<file path="config.mk">
export PLATFORM = sky130hd
export DESIGN_NAME = btn_debounce
export DESIGN_NICKNAME = d
export VERILOG_FILES = /design/src/rtl/btn_debounce.sv
export SDC_FILE = /design/constraint.sdc
export NUM_CORES = 1
export LEC_CHECK = 0
export CAP_MARGIN = 20
export CORE_UTILIZATION = 40
export DETAILED_ROUTE_END_ITERATION = 7
export PLACE_DENSITY = 0.61
export RECOVER_POWER = 25
export REMOVE_ABC_BUFFERS = 1
export SLEW_MARGIN = 30
export SYNTH_ARGS = -nofsm -noshare
export SYNTH_HDL_FRONTEND = slang
export SYNTH_SLANG_ARGS = --single-unit
</file>
<file path="constraint.sdc">
create_clock -name sysclk -period 4.49 [get_ports sysclk]
set_input_delay 0.6735 -clock sysclk [delete_from_list [all_inputs] [get_ports sysclk]]
set_output_delay 0.6735 -clock sysclk [all_outputs]
set_load 0.1 [all_outputs]
</file>
<file path="src/rtl/btn_debounce.sv">
// Multi-channel push-button debouncer: 2-FF synchronizer plus per-channel debounce FSM.
// Define LONG_PRESS_EN to add a per-channel long-press detector driving o_long.
module btn_debounce #(
  parameter int unsigned N_BTN           = 2,
  parameter int unsigned DEBOUNCE_CYCLES = 1250000,
  parameter int unsigned LONG_CYCLES     = 125000000
) (
  input  logic             sysclk,
  input  logic             rst_n,
  input  logic [N_BTN-1:0] btn,
  output logic [N_BTN-1:0] o_level,
  output logic [N_BTN-1:0] o_press,
  output logic [N_BTN-1:0] o_release,
  output logic [N_BTN-1:0] o_toggle,
  output logic [N_BTN-1:0] o_long
);

  localparam int unsigned      CNT_W    = $clog2(DEBOUNCE_CYCLES + 1);
  localparam logic [CNT_W-1:0] CNT_LAST = CNT_W'(DEBOUNCE_CYCLES - 1);

  typedef enum logic [1:0] {
    RELEASED,
    PRESS_WAIT,
    PRESSED,
    RELEASE_WAIT
  } state_t;

  logic [N_BTN-1:0] sync1;
  logic [N_BTN-1:0] sync2;

  // Two-stage synchronizer; sync2 is the only view of the raw buttons
  always_ff @(posedge sysclk or negedge rst_n) begin
    if (!rst_n) begin
      sync1 <= '0;
      sync2 <= '0;
    end else begin
      sync1 <= btn;
      sync2 <= sync1;
    end
  end

  for (genvar i = 0; i < N_BTN; i++) begin : g_ch
    state_t           state, state_nxt;
    logic [CNT_W-1:0] cnt, cnt_nxt;
    logic             press_nxt;
    logic             release_nxt;
    logic             level_q, press_q, release_q, toggle_q;

    // Counter saturates at CNT_LAST: the compare ends counting before any wrap
    always_comb begin
      state_nxt   = state;
      cnt_nxt     = cnt;
      press_nxt   = 1'b0;
      release_nxt = 1'b0;
      case (state)
        RELEASED: begin
          if (sync2[i]) begin
            state_nxt = PRESS_WAIT;
            cnt_nxt   = '0;
          end
        end
        PRESS_WAIT: begin
          if (!sync2[i]) begin
            state_nxt = RELEASED;
          end else if (cnt == CNT_LAST) begin
            state_nxt = PRESSED;
            press_nxt = 1'b1;
          end else begin
            cnt_nxt = cnt + 1'b1;
          end
        end
        PRESSED: begin
          if (!sync2[i]) begin
            state_nxt = RELEASE_WAIT;
            cnt_nxt   = '0;
          end
        end
        RELEASE_WAIT: begin
          if (sync2[i]) begin
            state_nxt = PRESSED;
          end else if (cnt == CNT_LAST) begin
            state_nxt   = RELEASED;
            release_nxt = 1'b1;
          end else begin
            cnt_nxt = cnt + 1'b1;
          end
        end
        default: state_nxt = RELEASED;
      endcase
    end

    always_ff @(posedge sysclk or negedge rst_n) begin
      if (!rst_n) begin
        state     <= RELEASED;
        cnt       <= '0;
        level_q   <= 1'b0;
        press_q   <= 1'b0;
        release_q <= 1'b0;
        toggle_q  <= 1'b0;
      end else begin
        state     <= state_nxt;
        cnt       <= cnt_nxt;
        level_q   <= (state_nxt == PRESSED) || (state_nxt == RELEASE_WAIT);
        press_q   <= press_nxt;
        release_q <= release_nxt;
        toggle_q  <= toggle_q ^ press_nxt;
      end
    end

    assign o_level[i]   = level_q;
    assign o_press[i]   = press_q;
    assign o_release[i] = release_q;
    assign o_toggle[i]  = toggle_q;

`ifdef LONG_PRESS_EN
    localparam int unsigned       HOLD_W   = $clog2(LONG_CYCLES + 1);
    localparam logic [HOLD_W-1:0] HOLD_MAX = HOLD_W'(LONG_CYCLES);

    logic [HOLD_W-1:0] hold, hold_nxt;
    logic              long_nxt;
    logic              long_q;

    // Hold counter restarts on each accepted press and sticks at HOLD_MAX, so one pulse per press
    always_comb begin
      hold_nxt = hold;
      long_nxt = 1'b0;
      if (press_nxt) begin
        hold_nxt = '0;
      end else if (((state == PRESSED) || (state == RELEASE_WAIT)) && (hold != HOLD_MAX)) begin
        hold_nxt = hold + 1'b1;
        long_nxt = (hold_nxt == HOLD_MAX);
      end
    end

    always_ff @(posedge sysclk or negedge rst_n) begin
      if (!rst_n) begin
        hold   <= '0;
        long_q <= 1'b0;
      end else begin
        hold   <= hold_nxt;
        long_q <= long_nxt;
      end
    end

    assign o_long[i] = long_q;
`else
    assign o_long[i] = 1'b0;
`endif
  end

endmodule

</file>
# After elaboration in Yosys (flattened, before gate mapping)
# Index checks and enable logic that the tools add are counted.
# word_totals
register_bits	58
latch_bits	0
ramBits	0
rom_bits	0
in_bits	4
elab_cells	80
memories	0
# op_classes
addsub	2
mul	0
div	0
order_cmp	0
n_eq_ne	20
n_shift	0
n_mux	36
n_bitwise	2
n_reduce_logical	6
# op_table
op	n
21-bit two-way mux	10
21-bit one-hot mux with 4 select lines	2
21-bit by 1-bit adder with 21-bit output (second input constant)	2
21-bit equality test (second input constant)	2
2-bit two-way mux	12
2-bit equality test (second input constant)	8
2-bit inequality test (second input constant)	8
2-bit one-hot mux with 4 select lines	2
1-bit two-way mux	10
4-bit AND reduction	2
2-bit by 1-bit equality test with 1-bit output (second input constant)	2
2-bit zero test	2
1-bit logical OR	2
1-bit XOR	2

# Longest topological paths before layout
# depth
word_depth	6
mapped_depth	6
mapped_depth_nobuf	5

# Worst setup path after synthesis
# Ideal clock, no wire load.
# synth_timing
path_kind	register -> register
start	reg g_ch[0].cnt[0]
end	reg g_ch[0].cnt[0]
arrival_ps	1746
slack_ps	2616
path_stages_with_launch	6
n_path_buf	0
cell_sequence	dfrtp_1 ha_1 nand3_1 or4_4 o21ai_2 mux2_1
# synth_between
elab_chain_len	4
elab_cells_between_ends	6
# synth_rtl
element	line_no	rtl
from (decl)	44	logic [CNT_W-1:0] cnt, cnt_nxt;
from (signal assigned)	102	cnt <= cnt_nxt;
21-bit by 1-bit adder with 21-bit output or 21-bit equality test (tied branches)	--	
21-bit two-way mux *	65, 81	
21-bit two-way mux (on tied branches)	79, 63	
21-bit one-hot mux with 4 select lines *	55	case (state)
# Every way passes the cells marked *; elsewhere a longest branch is shown, timed or not. The select of a mux whose other input is x is not followed.
# A chain may end at the register's enable or synchronous reset.

# Worst setup path in the final report
# layout_timing
start	reg g_ch[0].level_q
end	out o_level[0]
# layout_lines
element	line_no	rtl
from (decl)	47	logic level_q, press_q, release_q, toggle_q;
from (signal assigned)	103	level_q <= (state_nxt == PRESSED) || (state_nxt == RELEASE_WAIT);
to (decl)	11	output logic [N_BTN-1:0] o_level,
# No word-level cell between the ends.

==> results <==
- The flow ran to the end, and the final reports show no timing, DRC or antenna violations.
- For this design, the CTS-stage hold fixing added 0 buffers.
- The cell at the slowest stage of the critical path is clkdlybuf4s50_1.
- In this run the standard cell core region covers 7687 um^2.
- After legalization and detailed placement, the total HPWL measured 4552 um.
- The final hold violation count is 0.
- The post-route clock skew is 0.006672 ns.
- The post-detailed-route DRC marker count is 0.
- In this run, distinct cell masters in the synthesized netlist total 63.
- CTS saw 56 sinks.
- The leakage dissipation is 1.383 nW.
- The final layout contains 334 nets.
- By area, the combinational part of the netlist is dominated by simple AND/OR/NAND/NOR gates.
- The portion of synthesized area spent on multiplexers is 3.291%.
- The fraction of registers with async set or reset after synthesis is 100.0%.
- The number of clock buffers added by TritonCTS is 5.
- Compared with the post-synthesis result, the final layout area differs by 6.899%.
- Dividing total power by cell area gives a power density of 281.6 nW/um^2.
- The most used flip-flop cell after synthesis is dfrtp_1.
- The final standard cell count with taps included and fillers excluded is 429.
- By instance count, the leading cell after synthesis is dfrtp_1.
- Setup violations remaining at the end of the flow were counted as 0.
- The cell area after placement is 3276 um^2.
- The synthesized design spends more area on one cell type than any other, namely dfrtp_1.
- The cell count of the worst hold path is 0.
- The overall global routing resource usage is 16.70%.
- The number of cells upsized or downsized after cts is 0.
- Broken down by cell family, the worst path's largest delay share belongs to buffers and inverters.
- In the synthesized netlist, the number of instances is 331.
- The diode insertion count for antenna repair is 0.
- The number of port buffers is 11.
- The period utilization is 58.92%.
- During synthesis, Yosys emitted a total of 0 warnings.
- The count of standard-cell rows is 32.
- The highest ir drop seen on vdd is 0.1365 mV.
- Data on the critical path arrives at its endpoint at 1.97 ns.
- The final max-slew violation count is 0.
- The detail-routed via count per cell is 5.844.
- The adder-cell share of the synthesized area is 0.7930%.
- The overall die area is 8248 um^2.
- The synthesized area divided by synthesized cell count is 9.533 um^2.
- On the worst path, the slowest cell contributes a delay of 1.18 ns.
- The type of element capturing the critical path is an output pin.
- The kind of launch point of the worst setup path is a register.
- Before antenna repair, the detailed router went through 4 iterations.
- The weighted congestion at the end of routability-driven global placement is 0.8282.
- Once the floorplan was initialized, standard cells occupied 41.05% of the core.
- The detailed router finished its first iteration with 92 violations.
- Adding up every negative setup slack in the final design gives 0 ns.
- The cell area that synthesis handed to floorplanning was 3156 um^2.
- In the synthesized netlist, the cells that appear most often are dfrtp_1 (56), nand2_1 (28), o21ai_0 (20).
- The synthesized design devotes to its leading area cell type 44.41% of total area.
- The top-level port count is 14.
- The startpoint of the worst hold path is sync1[1].
- By area the synthesized netlist is led by dfrtp_1 (44%), nand2_1 (3.3%), o21ai_0 (3.2%).
- The area of the multi-input gates is 1578 um^2.
- The number of global-route vias before repair is 2336.
- Counting both buffers and inverters, the worst setup path holds a total of 1.
- The worst register-to-register path ends at g_ch[1].cnt[0].
- The worst setup path is of the reg -> out kind.
- The width of the die is 90.82 um.
- The setup slack after placement is 2.176 ns.
- The worst reg2reg path depth is 4.
- Counting tap cells, the placed design contains a total of 423 instances.
- The largest driver fanout on the critical path is 6.
- The number of H-tree levels is 2.
- The vertical die dimension is 90.82 um.
- Entering global routing, the biggest net connects 45 pins.
- Setup repair after global routing left no endpoint under its margin.
- The total of fill cells in the finished design is 750.
- At the worst endpoint, the required time is 3.82 ns.
- For this run the aggregate overflow at the end of global routing stands at 0.
- The final wirelength is 6596 um.
- Counting flops and latches in the post-synthesis netlist gives 56.
- The share of synthesized area occupied by flip-flops and latches is 44.41%.
- The shortest clock period the worst path allows after layout is 2.646 ns.
- The startpoint of the lowest-slack register-to-register path is g_ch[1].state[0].
- The number of antenna violations at the first check in global routing is 0.
- The timing-limited maximum frequency is 378.0 MHz.
- The wire length of the first global-routing pass is 11100 um.
- Across all layers, the routed design uses 2507 vias.
- The number of setup buffers added after CTS is 0.
- For the pin with the worst max-slew slack, the measured transition is 0.9682 ns.
- The signal on the critical path passes through clkdlybuf4s50_1.
- With fillers left out, the area of the finished cells amounts to 3373 um^2.
- The latest clock arrival within the worst-skew pair is 0.31 ns.
- In the final layout, flip-flops and latches occupy 1401 um^2.
- The minimum setup slack in the final design is 1.844 ns.
- Measured against its own limit, the worst slew margin works out to 35.25%.
- The worst register-to-register path has a setup slack of 2.35 ns.
- The detail route stage leaves a number of antenna-violating nets equal to 0.
- The path with the worst hold slack has its endpoint at sync2[1].
- In the final routed layout, each cell accounts on average for 15.38 um.
- The synthesized-area fraction occupied by and/or/nand/nor cells is 27.56%.
- The root buffer cell chosen for the clock tree is clkbuf_8.
- TritonCTS built the clock tree.
- Max-cap violations in this run came to 0.
- Summing the areas of all compound-gate instances in the mapped netlist gives 15.94% of the synthesized area.
- The clock passes through at most 2 buffers.
- The number of enable flip-flop cells after synthesis is 0.
- The class of the tightest hold or removal check is reg -> reg.
- The proportion of layout cells with a drive suffix above 1 is 6.728%.
- The clock slew seen by the registers of the worst setup and hold paths is 0.10 ns.
- The xor/xnor share of the synthesized area is 2.181%.
registers in the layout, summed over array words and instances, names as in the netlist:
signal,cells
g_ch.cnt,42
g_ch.level_q,2
g_ch.press_q,2
g_ch.release_q,2
g_ch.state,2
g_ch.toggle_q,2
sync1,2
sync2,2
placed cells by master (no fill, tap or decap), types with 3 or more instances in the layout:
master            n
o211ai_1          4
buf_4             3
clkdlybuf4s50_1   8
clkbuf_8          5
a21oi_1          16
or3_1            10
mux2i_1           7
xor2_1            4
and3_1           12
nor2_1           12
and4_1            5
or4_1             9
o21ai_0          20
inv_1            11
o31ai_1           9
a31oi_1           3
o41ai_1           5
nor3_1            5
nor3b_1           3
nand4_1           9
nor4b_1           5
dfrtp_1          56
nand3_1          18
nand2_1          28
nor4_1            6
where the power goes:
part | internal, W | leakage (nW) | total, W | switching, W
logic | 0.0000268 | 0.571 | 0.0000755 | 0.0000487
clock network | 0.000161 | 0.0501 | 0.000321 | 0.000160
registers | 0.000524 | 0.763 | 0.000554 | 0.0000294
total | 0.000712 | 1.38 | 0.000950 | 0.000238
worst max-delay path by stage:
stage	slack, ns	to	cells after the start	start
floorplan	1.75	g_ch[1].cnt[18]	4	g_ch[1].level_q
global placement	2.19	o_level[0]	1	g_ch[0].level_q
detailed placement	2.18	o_level[0]	1	g_ch[0].level_q
CTS	1.83	o_level[0]	1	g_ch[0].level_q
global route	1.79	o_level[0]	1	g_ch[0].level_q
finish	1.84	o_level[0]	1	g_ch[0].level_q
routing by layer:
| layer | up-vias | track usage [%] | share of wire (%) |
|---|---|---|---|
| li1 | 1236 | - | - |
| met1 | 1242 | 21.17 | 46 |
| met2 | 25 | 28.79 | 51 |
| met3 | 4 | 2.525 | 2.1 |
| met4 | 0 | 6.085 | 1.0 |
| met5 | - | 0 | 0 |
final cells by class:
cell class	instances	share of cell area (%)
Inverter	11	1.224
Tap cell	102	3.783
Clock inverter	1	0.8902
Multi-Input combinational cell	240	46.77
Timing Repair Buffer	14	3.746
Sequential cell	56	41.54
Clock buffer	5	2.040
cell families (layout without fill, tap and decap cells):
family,Yosys count,count (layout)
flip-flops,56,56
AND/OR/NAND/NOR,144,144
adder cells (fa/ha/maj),2,2
AO/OA/AOI/OAI,75,75
multiplexers,10,10
buffers and inverters,36,31
XOR/XNOR,7,7
other,1,2
stage by stage:
stage	util, %	power [W]	hold WS, ns
after floorplan	-	0.0006076	0.3312
after global placement	42.61	0.0006389	0.3321
after detailed placement	42.61	0.0006408	0.3358
after CTS	43.90	0.0009661	0.2331
after global routing	43.88	0.001000	0.3628
final	43.88	0.0009498	0.3505
(Power assumes the default switching activity.)
